<file path="src/rtl/addsub_serial.sv">
// ---------------------------------------------------------------------------
// addsub_serial
//
// Purpose:
//   Bit-serial (slice-serial) adder/subtractor. An N-bit add or subtract is
//   carried out CHUNK bits per clock, least-significant slice first. A single
//   carry register ripples between slices, so only a CHUNK-bit adder is needed.
//   Unsigned and two's-complement signed interpretations are supported. The
//   block reports carry/borrow, signed overflow, zero, and the sign of the
//   exact (unwrapped) result.
//
// Parameters:
//   N      operand / result width in bits
//   CHUNK  bits processed per clock; must divide N (CHUNK = N is one slice)
//
// Ports:
//   i_clk       clock, rising edge
//   i_rst       synchronous active-high reset; aborts any operation in flight
//   i_start     request, accepted when i_start = 1 and o_ready = 1
//   o_ready     unit is idle and can accept a request
//   i_a, i_b    operands, sampled only at acceptance
//   i_sub       1: a - b, 0: a + b (sampled at acceptance)
//   i_signed    1: two's complement operands, 0: unsigned (sampled at acceptance)
//   o_out       result modulo 2^N
//   o_carry     carry-out for add, borrow (a < b unsigned) for subtract
//   o_overflow  signed overflow, always 0 for unsigned operations
//   o_zero      result is zero
//   o_neg       sign of the mathematically exact result
//   o_valid     one-cycle pulse; outputs hold until the next pulse or reset
// ---------------------------------------------------------------------------
module addsub_serial #(
    parameter int N     = 8,
    parameter int CHUNK = 4
) (
    input  logic         i_clk,
    input  logic         i_rst,
    input  logic         i_start,
    output logic         o_ready,
    input  logic [N-1:0] i_a,
    input  logic [N-1:0] i_b,
    input  logic         i_sub,
    input  logic         i_signed,
    output logic [N-1:0] o_out,
    output logic         o_carry,
    output logic         o_overflow,
    output logic         o_zero,
    output logic         o_neg,
    output logic         o_valid
);

    // Number of slices and width of the slice counter. A single-slice
    // configuration still gets a 1-bit counter so the logic stays uniform.
    localparam int SAFE_CHUNK = (CHUNK < 1) ? 1 : CHUNK;
    localparam int L          = N / SAFE_CHUNK;
    localparam int KW         = (L > 1) ? $clog2(L) : 1;
    localparam logic [KW-1:0] LAST_K = KW'(L - 1);

    // Refuse to build a configuration whose slices do not tile the word.
    if ((CHUNK < 1) || (N < 1) || ((N % SAFE_CHUNK) != 0)) begin : g_bad_params
        $fatal(1, "addsub_serial: CHUNK (%0d) must be >= 1 and divide N (%0d)", CHUNK, N);
    end

    typedef enum logic {
        IDLE = 1'b0,
        RUN  = 1'b1
    } state_t;

    // Control state
    state_t          state_q, state_d;
    logic [KW-1:0]   k_q, k_d;

    // Latched request. Operands are shifted right one slice per clock so the
    // current slice is always in the low CHUNK bits; their sign bits are kept
    // separately because the shifting destroys the MSBs.
    logic [N-1:0]    opA_q, opA_d;
    logic [N-1:0]    opB_q, opB_d;
    logic            sub_q, sub_d;
    logic            signed_q, signed_d;
    logic            signA_q, signA_d;
    logic            signB_q, signB_d;
    logic            carry_q, carry_d;

    // Result being assembled. Each new slice enters at the top and the word
    // shifts right, so after L slices slice 0 has arrived at bit 0.
    logic [N-1:0]    acc_q, acc_d;

    // Registered outputs
    logic [N-1:0]    out_q, out_d;
    logic            carryFlag_q, carryFlag_d;
    logic            ovf_q, ovf_d;
    logic            zero_q, zero_d;
    logic            neg_q, neg_d;
    logic            valid_q, valid_d;

    // Slice datapath
    logic [CHUNK-1:0] bSlice;
    logic [CHUNK:0]   sliceSum;
    logic [N-1:0]     accNext;

    // Flag candidates, meaningful on the edge that processes the last slice
    logic             signR;
    logic             carryNext;
    logic             ovfNext;
    logic             zeroNext;
    logic             negNext;

    // One CHUNK-bit slice of a + (b XOR sub) + c. Subtraction is a + ~b + 1,
    // where the +1 comes from the carry register being preset to sub.
    always_comb begin
        bSlice   = opB_q[CHUNK-1:0] ^ {CHUNK{sub_q}};
        sliceSum = {1'b0, opA_q[CHUNK-1:0]} + {1'b0, bSlice} + {{CHUNK{1'b0}}, carry_q};
        accNext  = (acc_q >> CHUNK) | (N'(sliceSum[CHUNK-1:0]) << (N - CHUNK));
    end

    // Flags derived from the completed result. The final carry of a - b is
    // the complement of the borrow, hence the XOR with sub. In signed mode
    // the exact result's sign is the wrapped sign bit corrected by overflow;
    // in unsigned mode only a borrowing subtraction is negative.
    always_comb begin
        signR     = accNext[N-1];
        carryNext = sliceSum[CHUNK] ^ sub_q;
        if (sub_q) begin
            ovfNext = signed_q & (signA_q != signB_q) & (signR != signA_q);
        end else begin
            ovfNext = signed_q & (signA_q == signB_q) & (signR != signA_q);
        end
        zeroNext  = (accNext == '0);
        if (signed_q) begin
            negNext = signR ^ ovfNext;
        end else begin
            negNext = sub_q & carryNext;
        end
    end

    // Next-state logic: accept in IDLE, process one slice per clock in RUN,
    // publish result and flags together with the valid pulse on the last slice.
    always_comb begin
        state_d     = state_q;
        k_d         = k_q;
        opA_d       = opA_q;
        opB_d       = opB_q;
        sub_d       = sub_q;
        signed_d    = signed_q;
        signA_d     = signA_q;
        signB_d     = signB_q;
        carry_d     = carry_q;
        acc_d       = acc_q;
        out_d       = out_q;
        carryFlag_d = carryFlag_q;
        ovf_d       = ovf_q;
        zero_d      = zero_q;
        neg_d       = neg_q;
        valid_d     = 1'b0;

        case (state_q)
            IDLE: begin
                if (i_start) begin
                    opA_d    = i_a;
                    opB_d    = i_b;
                    sub_d    = i_sub;
                    signed_d = i_signed;
                    signA_d  = i_a[N-1];
                    signB_d  = i_b[N-1];
                    carry_d  = i_sub;
                    acc_d    = '0;
                    k_d      = '0;
                    state_d  = RUN;
                end
            end
            RUN: begin
                opA_d   = opA_q >> CHUNK;
                opB_d   = opB_q >> CHUNK;
                carry_d = sliceSum[CHUNK];
                acc_d   = accNext;
                k_d     = k_q + KW'(1);
                if (k_q == LAST_K) begin
                    out_d       = accNext;
                    carryFlag_d = carryNext;
                    ovf_d       = ovfNext;
                    zero_d      = zeroNext;
                    neg_d       = negNext;
                    valid_d     = 1'b1;
                    k_d         = '0;
                    state_d     = IDLE;
                end
            end
            default: begin
                state_d = IDLE;
                k_d     = '0;
            end
        endcase
    end

    // State and data registers. Reset wins over a simultaneous start and
    // clears the published outputs, so an aborted operation never reports.
    always_ff @(posedge i_clk) begin
        if (i_rst) begin
            state_q     <= IDLE;
            k_q         <= '0;
            opA_q       <= '0;
            opB_q       <= '0;
            sub_q       <= 1'b0;
            signed_q    <= 1'b0;
            signA_q     <= 1'b0;
            signB_q     <= 1'b0;
            carry_q     <= 1'b0;
            acc_q       <= '0;
            out_q       <= '0;
            carryFlag_q <= 1'b0;
            ovf_q       <= 1'b0;
            zero_q      <= 1'b0;
            neg_q       <= 1'b0;
            valid_q     <= 1'b0;
        end else begin
            state_q     <= state_d;
            k_q         <= k_d;
            opA_q       <= opA_d;
            opB_q       <= opB_d;
            sub_q       <= sub_d;
            signed_q    <= signed_d;
            signA_q     <= signA_d;
            signB_q     <= signB_d;
            carry_q     <= carry_d;
            acc_q       <= acc_d;
            out_q       <= out_d;
            carryFlag_q <= carryFlag_d;
            ovf_q       <= ovf_d;
            zero_q      <= zero_d;
            neg_q       <= neg_d;
            valid_q     <= valid_d;
        end
    end

    assign o_ready    = (state_q == IDLE);
    assign o_out      = out_q;
    assign o_carry    = carryFlag_q;
    assign o_overflow = ovf_q;
    assign o_zero     = zero_q;
    assign o_neg      = neg_q;
    assign o_valid    = valid_q;

endmodule

</file>
<file path="config.mk">
export PLATFORM = sky130hd
export DESIGN_NAME = addsub_serial
export DESIGN_NICKNAME = d
export VERILOG_FILES = /design/src/rtl/addsub_serial.sv
export SDC_FILE = /design/constraint.sdc
export NUM_CORES = 1
export LEC_CHECK = 0
export ABC_AREA = 1
export BUFFER_PORTS_ARGS = -buffer_cell sky130_fd_sc_hd__buf_2
export CAP_MARGIN = 20
export CORE_ASPECT_RATIO = 1.25
export CORE_MARGIN = 8
export CORE_UTILIZATION = 27
export DETAILED_ROUTE_END_ITERATION = 12
export PLACE_DENSITY = 0.57
export RECOVER_POWER = 100
export SYNTH_ARGS = -nofsm -noshare
export SYNTH_HDL_FRONTEND = slang
export SYNTH_SLANG_ARGS = --single-unit
</file>
<file path="constraint.sdc">
create_clock -name i_clk -period 4.6 [get_ports i_clk]
set_clock_uncertainty 0.05 [all_clocks]
set_input_delay 1.15 -clock i_clk [delete_from_list [all_inputs] [get_ports i_clk]]
set_output_delay 1.15 -clock i_clk [all_outputs]
set_load 0.02 [all_outputs]
</file>
==> results.md, run 1 <==
* Max IR drop VDD at 130 uV
* Most common cell after layout, fill and taps aside: nand2_1
* Port buffer count at 34
* Final setup fails at 0
* Total core area at about 6400 um^2
* WL/cell at 11.3 um
* CP max FO at 14
* Leakage at around 0.00095 uW
* Commonest non-fill, non-tap cells in the layout: nand2_1, dfxtp_1, inv_1
* Worst r2r path cells at 13
* CTS tree: built
* CP max stage cell: dfxtp_1
* Core Rows at 33
* RSZ-0062 raised after global routing: false
* Vias per Instance at about 4.2
* Fmax at about 0.38 GHz
* Arrival time at the worst endpoint at 1440 ps
* Cell variety after synth at 23
* Vias at between 1500 and 2000
* # Post-CTS Setup Buffers at 0
* CP Launch Type: flip-flop
* DR pass1 iterations at 4
* FF-to-FF setup slack at 2220 ps
* Die width at 88.1 um
* Final GP Congestion at around 0.78
* Yosys warns at 0
* Hold_ws at 412 ps
* Reg2reg end: o_neg
* Clock Latency Late Sink at 300 ps
* Cell Area, Synth at 1750 um^2
* Post-CTS Hold Buffers at 0
* Detail Route Antenna Nets at 0
* Pwr/cell area at 366 nW/um^2
* Run status: finished, final reports clean
* Largest net degree at the start of global routing at 22
* CP peak stage delay at between 600 and 700 ps
* Clock slew at reported path FFs at 80 ps
* Reg-to-Reg Start: sub_q
* Hold path cells at 2
* Fin util at 32.1%
* HP Class: flip-flop to flip-flop
* Detail Placement HPWL at between 2 and 3 mm
* Htree depth at 2
* Clock net sink count at 40
* Worst Setup End Kind: output port
* Worst relative slew slack at 44.5%
* Final period utilization at between 50% and 60%
* Synth Net Count at roughly 270
* DRC errors left at 0
* Area grow syn2layout at 18.1%
* First-pass GRT wire length at approximately 6.7 mm
* Total GRT Usage at approximately a tenth
* Final min period at between 2000 and 3000 ps
* Worst Tran Pin Value at 833 ps
* Total CTS buffers at 5
* Root Buffer: clkbuf_8
* Post-Syn Area per Cell at 7.33 um^2
* Worst-path cell chain: inv_1 > buf_2
* Antenna violations before repair at 0
* Final Max Tran Viols at 0
* Final Hold Fails at 0
* Worst setup path class: flip-flop to output port
* Die area at around 9300 um^2
* Min-delay src: o_overflow
* Die Height at ~110 um
* Ant diodes at 0
* Post_cts resized at 0
* Total negative slack at 0 ps
* Worst EP required at 3400 ps
* MaxCap Viol Count at 0
* Vias in the first global route at between 1000 and 1500
* Post-synthesis register bit count at 40
* Mapped Cells at 239
* Nets@finish at 298
* Starting DRT DRC Count at 67
* GRT overflow at 0
* Hold path endpoint: o_overflow
* Seq/Total Area, Yosys at 45.7%
* Io pins at 35
* Wirelength, routed at 4.04 mm
* CTS Buffer Depth at 2
* Initial Utilization at 27.2%
* Layout cell share with drive strength beyond 1 at roughly an eighth
critical path: cells and delay by family (launching register included):
kind / cells / cell delay, ps
buffers and inverters: 2 / 490
DFF: 1 / 660
report_power, final:
part | internal [uW] | switching (uW)
Clock | 160 | 125
Sequential | 362 | 13.5
Combinational | 35.3 | 60.6
Yosys cell counts:
cell	number	area (um^2)
inv_2	2	7.51
a21oi_1	17	85.1
xnor2_1	1	8.76
o31ai_1	1	7.51
buf_2	5	25.0
dfxtp_1	40	801
o211ai_1	1	7.51
a22oi_1	3	22.5
inv_1	31	116
buf_6	2	22.5
nand4_1	1	6.26
nand2_2	2	12.5
a31oi_1	1	6.26
fa_1	2	40.0
ha_1	4	50.1
inv_4	1	6.26
o21ai_0	14	70.1
or2_2	2	12.5
nor2_1	10	37.5
nand3_1	17	85.1
xor2_1	3	26.3
nand2_1	77	289
clkbuf_1	2	7.51
how the worst max path moves through the flow:
stage                     startpoint  slack, ps  endpoint
after floorplan                sub_q       2420     o_neg
after global placement         i_rst       2280    o_zero
after global routing         state_q       1850   o_ready
after CTS                    state_q       2050   o_ready
after detailed placement       sub_q       2230     o_neg
final                        state_q       1960   o_ready
sequential cells by signal, summed over array words and instances (netlist names):
register	cells
o_overflow	1
k_q	1
signB_q	1
o_neg	1
o_zero	1
state_q	1
signA_q	1
carry_q	1
opB_q	8
sub_q	1
acc_q	4
opA_q	8
o_out	8
signed_q	1
o_valid	1
o_carry	1
per-layer routing:
layer	GRT usage (%)	share of wire, %
met1	11.0	47
met4	3.64	1.9
met5	0	0
met2	14.8	45
met3	3.55	6.1
layout make-up:
type	count	area [um^2]
fill	725	4370
sequential	40	801
tap	87	109
inverter	34	130
timing repair buffer	34	151
clock inverter	3	42.5
clock buffer	5	68.8
multi-input combinational	156	767
cell families after synthesis:
| logic type | synth area share [%] |
|---|---|
| and+or+nand+nor | 25.3 |
| buffers and inverters | 10.6 |
| adders and majority gates | 5.14 |
| xor gates and xnor gates | 2.00 |
| AOI/OAI and AO/OA | 11.3 |
| DFF | 45.7 |
stage by stage:
step                      setup slack, ps  total power [uW]  std cells  cell area [um^2]
after global placement               2280               482        351              1980
after floorplan                      2420               455        239              1750
final                                1960               757        359              2070
after detailed placement             2230               483        351              1980
after CTS                            2050               767        359              2090
after global routing                 1850               800        359              2070
Note: power is estimated with default switching activity, not from simulation.
==> run 2: changes to the inputs <==
PLACE_DENSITY = 0.59   (was 0.57)
clock period = 2.3 ns   (was 4.6 ns; I/O delays follow)
==> results.md, run 2 (synthesis gave the netlist of run 1 again) <==
* Run status: finished, final reports clean
* GRT overflow at 0
* Fin util at 32.9%
* Arrival time at the worst endpoint at 2300 ps
* Filler cell count at between 700 and 800
* CP max FO at 3
* Area grow syn2layout at 20.8%
* Reg area at between 800 and 900 um^2
* Max IR drop VDD at 240 uV
* Final Max Tran Viols at 0
* Final GP Congestion at 0.841
* Clock slew at reported path FFs at 80 ps
* Pwr/cell area at just over 700 nW/um^2
* Final setup fails at 0
* Largest net degree at the start of global routing at 22
* Die area at roughly 9300 um^2
* Root Buffer: clkbuf_8
* Clock Latency Late Sink at ~300 ps
* HP Class: flip-flop to flip-flop
* MaxCap Viol Count at 0
* Io pins at 35
* Total core area at 6440 um^2
* Detail Placement HPWL at approximately 3.2 mm
* First-pass GRT wire length at roughly 6.8 mm
* Multi-input gate area at just under 800 um^2
* DRC errors left at 0
* Reg2reg end: o_neg
* Min-delay src: o_overflow
* CP Launch Type: flip-flop
* Vias per Instance at 4.23
* Initial Utilization at around 27%
* Ant diodes at 0
* Vias in the first global route at roughly 1500
* Layout cell share with drive strength beyond 1 at about 15%
* Total CTS buffers at 5
* Die Height at ~110 um
* Worst Setup End Kind: flip-flop
* Placement Cell Area at 2010 um^2
* Final Hold Fails at 0
* CTS Buffer Depth at 2
* Starting DRT DRC Count at slightly below 100
* Die width at slightly below 90 um
* Vias at ~1500
* Clock net sink count at 40
* Worst EP required at 2460 ps
* CTS tree: built
* DP Worst Slack at 131 ps
* Worst relative slew slack at a little over two fifths
* Antenna violations before repair at 0
* DR pass1 iterations at 4
* Commonest non-fill, non-tap cells in the layout: nand2_1, dfxtp_1, inv_1
* FF-to-FF setup slack at around 160 ps
* Detail Route Antenna Nets at 0
* Hold path endpoint: o_overflow
* Final min period at around 2100 ps
* Htree depth at 2
* Port buffer count at 34
* Final period utilization at 93.1%
* Hold path cells at 2
* Nets@finish at approximately 300
* Final instance area at ~2100 um^2
* Worst setup margin at 159 ps
* Most common cell after layout, fill and taps aside: nand2_1
* Worst r2r path cells at 13
* Total GRT Usage at a little under a tenth
* Fmax at 0.467 GHz
* WL/cell at about 12 um
* Reg-to-Reg Start: sub_q
* Leakage at just under 0.001 uW
* Total power draw at around 1500 uW
* Wirelength, routed at roughly 4.2 mm
* Worst setup path class: flip-flop to flip-flop
* Core Rows at 33
* Worst Tran Pin Value at approximately 840 ps
run 2: how the worst max path moves through the flow:
stage,depth (start not counted),endpoint,start,slack [ps]
4_1_cts,13,o_neg,sub_q,120
3_3_place_gp,13,o_neg,sub_q,210
3_5_place_dp,13,o_neg,sub_q,130
6_report,13,o_neg,sub_q,160
5_1_grt,13,o_neg,opB_q[0],-20
2_1_floorplan,14,o_neg,sub_q,120
run 2: where the power goes:
group | internal (uW) | switching [uW] | total, uW
clock | 321 | 257 | 579
combinational | 76.8 | 132 | 209
sequential | 725 | 22.5 | 748
run 2: per-stage QoR:
step	cells	hold WS (ps)	setup TNS (ps)
floorplan	239	390	0
detailed placement	356	393	0
CTS	364	406	0
finish	364	408	0
global route	364	432	-19.4
global placement	356	386	0
run 2: critical path, stage by stage (launching register included):
cell and delay [ps]:
dfxtp_2 360, xor2_2 160, fa_2 220, inv_1 50, fa_1 370, inv_1 90, nand2_2 70, a21oi_2 150
nor2_1 60, ha_1 180, a21oi_2 130, nand3_1 80, nand2_1 60, inv_1 30
run 2: final cells by class:
cell class              instances  area share [%]
well taps                      87            5.14
clock buffers                   5            3.25
repair buffers                 39            8.56
clock inverters                 3            2.01
multi-input cells             156            37.0
inverters                      34            6.08
flip-flops and latches         40            37.9
run 2: metal layers:
layer	track usage [%]	share of wire, %
met1	10.5	46
met2	15.5	47
met3	3.47	6.3
met4	2.91	1.0
met5	0	0
run 2: repair_timing:
action / 4_1_cts / 5_1_grt
gates resized for setup: 0 / 7
hold buffers: 0 / 0
setup buffers: 0 / 0
setup endpoints to repair: 0 / 1
==> run 3: changes to the inputs <==
ABC_AREA = default   (was 1)
PLACE_DENSITY = 0.58   (was 0.59)
RECOVER_POWER = default   (was 100)
==> results.md, run 3 <==
* Run status: finished, final reports clean
* Antenna violations before repair at 0
* Total GRT Usage at 8.98%
* Synth Net Count at 227
* Placed Instances at about 310
* CTS tree: built
* CP max FO at 6
* Sw Share at a little over a quarter
* Worst Setup End Kind: flip-flop
* Initial Utilization at ~28%
* Clock Power Share at a little under a third
* Final GP Congestion at around 0.74
* Comb pwr share at between 10% and 20%
* Area grow syn2layout at 19.4%
* Top cell type's share of synthesized area at 44.8%
* Reg area at about 800 um^2
* Total core area at about 6500 um^2
* DR pass1 iterations at 4
* Final period utilization at 92.1%
* Die area at 9500 um^2
* Final setup fails at 0
* Final min period at between 2000 and 2500 ps
* Fin util at ~33%
* Die Height at roughly 110 um
* CTS Buffer Depth at 2
* Seq/Total Area, Yosys at ~45%
* Async set-reset flop share out of synthesis at 0%
* Htree depth at 2
* Final std cells w/o fill at between 300 and 400
* Post-Syn Area per Cell at 8.94 um^2
* Max IR drop VDD at 271 uV
* Largest net degree at the start of global routing at 24
* Worst EP required at 2460 ps
* Final Max Tran Viols at 0
* GRT overflow at 0
* Die width at between 80 and 90 um
* Count leader, synth: dfxtp_1
* Clock slew at reported path FFs at roughly 70 ps
* Final Hold Fails at 0
* DRC errors left at 0
* Core Rows at 33
* Worst setup path class: flip-flop to flip-flop
* Fmax at about 0.47 GHz
* Yosys warns at 0
* Port buffer count at 34
* Arrival time at the worst endpoint at roughly 2300 ps
* Worst Tran Pin Value at approximately 600 ps
* Clock net sink count at 40
* Detail Placement HPWL at ~3 mm
* Layout cell share with drive strength beyond 1 at 22.4%
* Post-synth top area cell: dfxtp_1
* Total power draw at between 1000 and 1500 uW
* WL/cell at ~12 um
* First-pass GRT wire length at between 6 and 7 mm
* Post-synth top flop: dfxtp_1
* Wirelength, routed at 3.99 mm
* Cell Area, Synth at around 1800 um^2
* Starting DRT DRC Count at 37
* Vias in the first global route at between 1000 and 1500
* Vias at ~1400
* Hold_ws at 402 ps
* Clock Latency Late Sink at around 290 ps
* Mapped Cells at 200
* Commonest non-fill, non-tap cells in the layout: dfxtp_1, nor2_1, buf_2
* RSZ-0062 raised after global routing: false
* Vias per Instance at between 4 and 5
* Synth top area cells: dfxtp_1, mux2i_1, nor2_1, a21oi_1, nand2_1
* Most common cell after layout, fill and taps aside: dfxtp_1
* Total CTS buffers at 5
* Commonest cells post-synth: dfxtp_1, nor2_1, a21oi_1
* Root Buffer: clkbuf_8
* Filler cell count at ~700
* MaxCap Viol Count at 0
* Multi-input gate area at ~920 um^2
* HP Class: flip-flop to flip-flop
* Leakage at between 0.0009 and 0.001 uW
* CP Launch Type: flip-flop
* Post-synth EDFFs at 0
* Detail Route Antenna Nets at 0
* Worst relative slew slack at between 60% and 70%
* Part of the power in registers at between 50% and 60%
* Ant diodes at 0
* Cell variety after synth at 34
* Io pins at 35
* Post-synthesis register bit count at 40
* Switch Pwr at 386 uW
* Pint at approximately 1000 uW
* Pwr/cell area at around 670 nW/um^2
* Total negative slack at 0 ps
* Nets@finish at ~260
[run 3: final timing paths]
path,to,from,cells after the start,slack [ps]
setup reg to reg,o_neg,sub_q,6,180
hold reg to reg,o_out[1],o_out[1],2,400
hold / removal,o_out[1],o_out[1],2,400
setup / recovery,o_neg,sub_q,6,180
[run 3: power by group through the flow]
stage	registers, uW	clock network (uW)	logic, uW
6_report	756	432	239
5_1_grt	761	482	272
3_5_place_dp	771	0	238
4_1_cts	755	453	239
3_3_place_gp	769	0	235
2_1_floorplan	766	0	174
[run 3: area by class of cell]
cell class                 count  share of cell area, %
sequential                    40                   37.6
multi-input combinational    140                   42.9
timing repair buffer          39                   9.73
tap                           87                   5.10
clock buffer                   6                   3.40
clock inverter                 1                  0.234
inverter                       6                   1.06
[run 3: cells by family after synthesis]
group / count (synthesis) / synth area share [%]
XOR/XNOR: 7 / 3.43
AND/OR/NAND/NOR: 72 / 18.5
buffers and inverters: 20 / 4.76
AO/OA/AOI/OAI: 34 / 11.7
flip-flops: 40 / 44.8
multiplexers: 21 / 11.8
adder cells (fa/ha/maj): 6 / 5.04
[run 3: per-layer routing]
layer | GRT usage, % | routed length (um)
met2 | 14.9 | 1940
met1 | 10.0 | 1790
met3 | 3.06 | 194
met5 | 0 | 0
met4 | 4.00 | 63
[run 3: critical path, stage by stage (launching register included)]
cell,delay (ps)
dfxtp_2,360
buf_4,160
xor2_1,140
ha_1,320
and3b_1,250
or4b_1,530
a311oi_2,230
[run 3: metrics by stage]
step,instance area (um^2),setup WS (ps)
4_1_cts,2120,78.5
3_3_place_gp,2040,153
5_1_grt,2130,19.6
6_report,2130,182
2_1_floorplan,1790,153
3_5_place_dp,2040,98.9
[run 3: timing repair]
item / in CTS / in global routing
resized for setup: 0 / 4
setup buffers: 0 / 0
setup endpoints to repair: 0 / 3
hold buffers: 0 / 0
